$ cat config.mk
export PLATFORM = sky130hd
export DESIGN_NAME = md_issue_ctrl_flat
export DESIGN_NICKNAME = d
export VERILOG_FILES = /design/src/rtl/md_issue_ctrl_if.sv /design/src/rtl/md_issue_ctrl.sv /design/src/flat_wrapper.sv
export SDC_FILE = /design/constraint.sdc
export NUM_CORES = 1
export LEC_CHECK = 0
export CAP_MARGIN = 20
export CORE_UTILIZATION = 38
export DETAILED_ROUTE_END_ITERATION = 6
export GPL_TIMING_DRIVEN = 0
export PLACE_DENSITY = 0.69
export SYNTH_ARGS = -nofsm -noshare
export SYNTH_HDL_FRONTEND = slang
export SYNTH_SLANG_ARGS = --single-unit
$ cat constraint.sdc
create_clock -name clk -period 2.55 [get_ports clk]
set_input_delay 0.51 -clock clk [delete_from_list [all_inputs] [get_ports clk]]
set_output_delay 0.51 -clock clk [all_outputs]
set_load 0.01 [all_outputs]
$ cat src/rtl/md_issue_ctrl_if.sv
// rtl/md_issue_ctrl_if.sv - E-stage mult/div issue bus between pipeline and issue controller
interface md_issue_ctrl_if;
    logic       op_valid_e;
    logic [3:0] md_op_e;
    logic [3:0] md_op_d;
    logic       md_busy;
    logic       int_req;
    logic       md_start;
    logic [2:0] md_sel;
    logic       md_remthi;
    logic       md_remtlo;
    logic       stall_d;
    logic [1:0] md_state;

    modport master (
        output op_valid_e, md_op_e, md_op_d, md_busy, int_req,
        input  md_start, md_sel, md_remthi, md_remtlo, stall_d, md_state
    );

    modport slave (
        input  op_valid_e, md_op_e, md_op_d, md_busy, int_req,
        output md_start, md_sel, md_remthi, md_remtlo, stall_d, md_state
    );
endinterface

$ cat src/rtl/md_issue_ctrl.sv
// rtl/md_issue_ctrl.sv - mult/div issue, latency shadow, D-stall and HI/LO rollback control
module md_issue_ctrl #(
    parameter int MUL_LAT = 5,
    parameter int DIV_LAT = 10
) (
    input  logic           clk,
    input  logic           reset,
    md_issue_ctrl_if.slave bus
);
    localparam logic [1:0] S_IDLE = 2'd0;
    localparam logic [1:0] S_MUL  = 2'd1;
    localparam logic [1:0] S_DIV  = 2'd2;

    logic [1:0] state;
    logic [3:0] cnt;
    logic       mt_hi_q;
    logic       mt_lo_q;
    logic       iss;
    logic       is_mul;
    logic       is_div;
    logic       start;
    logic [3:0] op_m1;

    always_comb begin
        iss    = bus.op_valid_e & ~bus.int_req & (bus.md_op_e != 4'd0);
        is_mul = (bus.md_op_e == 4'd1) | (bus.md_op_e == 4'd2);
        is_div = (bus.md_op_e == 4'd3) | (bus.md_op_e == 4'd4);
        start  = iss & (is_mul | is_div);
        op_m1  = bus.md_op_e - 4'd1;
    end

    // sel 4/5 make the unit write HI/LO, so they only appear on a real issue
    assign bus.md_start  = start;
    assign bus.md_sel    = (iss && bus.md_op_e <= 4'd6) ? op_m1[2:0] : 3'd7;
    assign bus.md_remthi = mt_hi_q & bus.int_req;
    assign bus.md_remtlo = mt_lo_q & bus.int_req;
    assign bus.stall_d   = (bus.md_op_d != 4'd0)
                         & ((state != S_IDLE) | start | bus.md_busy)
                         & ~bus.int_req;
    assign bus.md_state  = state;

    always_ff @(posedge clk) begin
        if (!reset) begin
            state   <= S_IDLE;
            cnt     <= 4'd0;
            mt_hi_q <= 1'b0;
            mt_lo_q <= 1'b0;
        end else begin
            mt_hi_q <= iss & (bus.md_op_e == 4'd5);
            mt_lo_q <= iss & (bus.md_op_e == 4'd6);
            if (bus.int_req) begin
                state <= S_IDLE;
                cnt   <= 4'd0;
            end else begin
                case (state)
                    S_IDLE: begin
                        if (start && is_mul) begin
                            state <= S_MUL;
                            cnt   <= 4'(MUL_LAT);
                        end else if (start && is_div) begin
                            state <= S_DIV;
                            cnt   <= 4'(DIV_LAT);
                        end
                    end
                    S_MUL, S_DIV: begin
                        if (cnt == 4'd1) state <= S_IDLE;
                        cnt <= cnt - 4'd1;
                    end
                    default: begin
                        state <= S_IDLE;
                        cnt   <= 4'd0;
                    end
                endcase
            end
        end
    end

    // D is stalled while busy, so a second start can only come from a broken pipeline
    assert property (@(posedge clk) disable iff (!reset) !(start && state != S_IDLE));
endmodule

$ cat src/flat_wrapper.sv
// flat-port wrapper written by rule: the top's interface ports become plain ports
module md_issue_ctrl_flat 
#(
    parameter int MUL_LAT = 5,
    parameter int DIV_LAT = 10
)
  (clk, reset, bus_op_valid_e, bus_md_op_e, bus_md_op_d, bus_md_busy, bus_int_req, bus_md_start, bus_md_sel, bus_md_remthi, bus_md_remtlo, bus_stall_d, bus_md_state);
  md_issue_ctrl_if bus_i ();
  input  logic clk;
  input  logic reset;
  input wire logic [$bits(bus_i.op_valid_e)-1:0] bus_op_valid_e;
  input wire logic [$bits(bus_i.md_op_e)-1:0] bus_md_op_e;
  input wire logic [$bits(bus_i.md_op_d)-1:0] bus_md_op_d;
  input wire logic [$bits(bus_i.md_busy)-1:0] bus_md_busy;
  input wire logic [$bits(bus_i.int_req)-1:0] bus_int_req;
  output wire logic [$bits(bus_i.md_start)-1:0] bus_md_start;
  output wire logic [$bits(bus_i.md_sel)-1:0] bus_md_sel;
  output wire logic [$bits(bus_i.md_remthi)-1:0] bus_md_remthi;
  output wire logic [$bits(bus_i.md_remtlo)-1:0] bus_md_remtlo;
  output wire logic [$bits(bus_i.stall_d)-1:0] bus_stall_d;
  output wire logic [$bits(bus_i.md_state)-1:0] bus_md_state;
  assign bus_i.op_valid_e = bus_op_valid_e;
  assign bus_i.md_op_e = bus_md_op_e;
  assign bus_i.md_op_d = bus_md_op_d;
  assign bus_i.md_busy = bus_md_busy;
  assign bus_i.int_req = bus_int_req;
  assign bus_md_start = bus_i.md_start;
  assign bus_md_sel = bus_i.md_sel;
  assign bus_md_remthi = bus_i.md_remthi;
  assign bus_md_remtlo = bus_i.md_remtlo;
  assign bus_stall_d = bus_i.stall_d;
  assign bus_md_state = bus_i.md_state;
  md_issue_ctrl #(.MUL_LAT(MUL_LAT), .DIV_LAT(DIV_LAT)) u_core (.clk(clk), .reset(reset), .bus(bus_i));
endmodule
==> summary.md <==
| Metric | Value |
|---|---|
| Result of the run | completed |
| Yosys warns | 0 |
| RSZ-0062 raised after global routing | yes |
| Dominant cell type by area after synthesis | dfxtp_1 |
| Startpoint types | primary input |
| Initial antenna violation count | 0 |
| Port Buffer Count | 20 |
| Seq/Total Area, Yosys | 23.3% |
| R2R Path Start | u_core.bus.md_state[0] |
| Final hold slack | 0.549 ns |
| Final WL | 1770 µm |
| Cell Area, Synth | 687 µm² |
| Max Fclk | 0.399 GHz |
| Worst-path clk slew | 0.05 ns |
| Total gr overflow | 0 |
| Max-cap viol count | 0 |
| Crit path buf inv count | 2 |
| Worst-path fanout max | 8 |
| DP HPWL | 1220 µm |
| Worst path arrival time | 1.99 ns |
| Critical path capture point type | primary output |
| Layout Nets | 131 |
| Hold Crit Start | u_core.cnt[0] |
| Max stage delay on crit path | 0.46 ns |
| Async S/R FF share, synth | 0% |
| Vias | 705 |
| All-Layer GR Usage | 19.0% |
| Place WS | -0.839 ns |
| Area contributors post-synth | dfxtp_1, ha_1, a21oi_1 |
| Drt drc | 0 |
| Number of diodes | 0 |
| Post-synth top area share | 23.3% |
| Die X | 44.5 µm |
| # rows | 14 |
| Global-route wire length before repair | 2700 µm |
| LEAKAGE | 0.401 nW |
| Largest net degree at the start of global routing | 11 |
| ANT nets after route | 0 |
| Critical path startpoint | bus_md_op_e[3] |
| IO Pins | 22 |
| Most common library cells after synthesis | dfxtp_1, ha_1, inv_1 |
| Hold Violations, Final | 0 |
| Die Y | 44.5 µm |
| Placer congestion estimate | 0.800 |
| Clock Latency Late Sink | 0.26 ns |
| Vias per inst | 5.34 |
| Fin crit period | 2.50 ns |
| Wire per inst | 13.4 µm |
| Worst-margin pin slew | 0.493 ns |
| Syn Area/Cell | 8.59 µm² |
| P&R area growth vs syn | 45.5% |
| Hold Crit Class | register to register |
| Clock sinks | 8 |
| Drt pass-1 iters | 4 |
| CTS tree | built |
| Critical Path RT | 2.04 ns |
| H-tree level count | 1 |
| Post-synth EDFFs | 0 |
| Share of cells above drive strength 1 | 24.1% |
| Clock buffer depth | 2 |
| Synth unique cells | 35 |
| Initial Utilization | 43.1% |
| Fin crit share | 98.2% |
| Post-synthesis cell count | 80 |
| Inserted Clock Buffers | 3 |
| Slack of the critical path | 0.0465 ns |
| Syn_nets | 101 |
| VDD IR max | 0.231 mV |
| Worst Path Class, Setup | primary input to primary output |
| Top_reg_cell synth | dfxtp_1 |
| Final setup violation count | 0 |
| Die footprint | 0.00198 mm² |
| DR iter-0 viols | 11 |
| Relative slew slack | 66.9% |
| Core Area | 0.00159 mm² |
| Skew final | 0.00215 ns |
| Reg-to-reg setup timing slack | 0.83 ns |
| Clock root cell | clkbuf_4 |
| Number of global-route vias before repair | 619 |
| Slowest-stage cell, CP | clkdlybuf4s50_1 |
| Critical path, cell by cell | clkdlybuf4s50_1 > or3b_4 > a211oi_4 > nand2_1 > dlygate4sd2_1 |
| Number of synthesized register bits | 8 |
| Count of final max-slew check failures | 0 |
| Cell family with most CP delay | buffers and inverters |
| Cell Pwr Density | 303 mW/mm² |
==> stage by stage <==
stage / cells / instance area, µm² / util (%) / setup TNS (ns) / total power, W
2_1_floorplan: 80 / 687 / - / 0 / 0.000163
3_3_place_gp: 124 / 917 / 57.5 / -2.39 / 0.000195
3_5_place_dp: 124 / 917 / 57.5 / -2.55 / 0.000195
4_1_cts: 129 / 965 / 60.5 / 0 / 0.000299
5_1_grt: 132 / 1000 / 62.7 / -0.101 / 0.000318
6_report: 132 / 1000 / 62.7 / 0 / 0.000303
==> final timing paths <==
kind | to | depth (start not counted)
min reg2reg | u_core.cnt[0] | 2
min | u_core.cnt[0] | 2
max | bus_md_sel[1] | 5
max reg2reg | u_core.cnt[2] | 6
==> layer usage <==
metal / routed length, µm / up-vias / GRT usage [%]
met2: 798 / 26 / 29.1
met4: 29 / 0 / 7.88
li1: - / 359 / -
met5: 0 / - / 0
met1: 827 / 316 / 23.4
met3: 117 / 4 / 7.76
==> area by class of cell <==
type / count / area, µm²
multi-input cells: 62 / 527
repair buffers: 26 / 225
clock buffers: 3 / 22.5
plain buffers: 1 / 5.00
well taps: 24 / 30.0
inverters: 8 / 30.0
fillers: 140 / 594
flip-flops and latches: 8 / 160
==> report_power, final <==
part           leakage, nW  switching, W  internal [W]
sequential          0.0645   0.000000588      0.000126
clock               0.0138     0.0000445     0.0000539
combinational        0.322     0.0000383     0.0000395
==> cell usage in the layout, fill, tap and decap left out, drive strengths merged <==
cell type | netlist | routed
a21boi | 1 | 1
or3b | 2 | 2
o211ai | 1 | 1
a21oi | 6 | 6
nor4 | 2 | 2
dlygate4sd2 | 0 | 4
nand2b | 1 | 1
xor2 | 1 | 1
o31ai | 1 | 1
inv | 8 | 8
o41ai | 3 | 3
nand3 | 1 | 1
o31a | 1 | 1
nor3b | 2 | 2
a211o | 1 | 1
o221ai | 2 | 2
clkdlybuf4s50 | 0 | 13
dfxtp | 8 | 8
and3 | 1 | 1
nor2 | 5 | 5
o21ai | 2 | 2
and2b | 1 | 1
ha | 8 | 8
a211oi | 3 | 3
mux2i | 1 | 1
nand2 | 4 | 4
o2111ai | 3 | 3
or3 | 1 | 1
and2 | 3 | 3
clkbuf | 1 | 6
nor2b | 1 | 1
buf | 1 | 7
and4 | 2 | 2
o21a | 1 | 1
and4b | 1 | 1
==> state kept, by name, indices dropped and copies added, names as in the netlist <==
name and flops:
u_core.mt_lo_q 1, u_core.mt_hi_q 1, u_core.bus.md_state 2, u_core.cnt 4
==> repair_timing <==
| item | 4_1_cts | 5_1_grt |
|---|---|---|
| hold buffers | 0 | 0 |
| endpoints found under the setup margin | 5 | 5 |
| setup buffers | 2 | 4 |
| pin swaps | 5 | 2 |
| resized for setup | 19 | 8 |
==> tightest hold or removal path: stages (launching register included) <==
cell,delay (ns)
dfxtp_1,0.34
o2111ai_1,0.08
o41ai_1,0.08
==> logic make-up after synthesis <==
logic type	Yosys count	synth area share [%]
mux	1	1.46
buf+inv	10	6.74
simple gates	27	23.7
fa+ha+maj	8	14.6
flops	8	23.3
xor+xnor	1	1.28
compound gates	25	29.0
(Power assumes the default switching activity.)
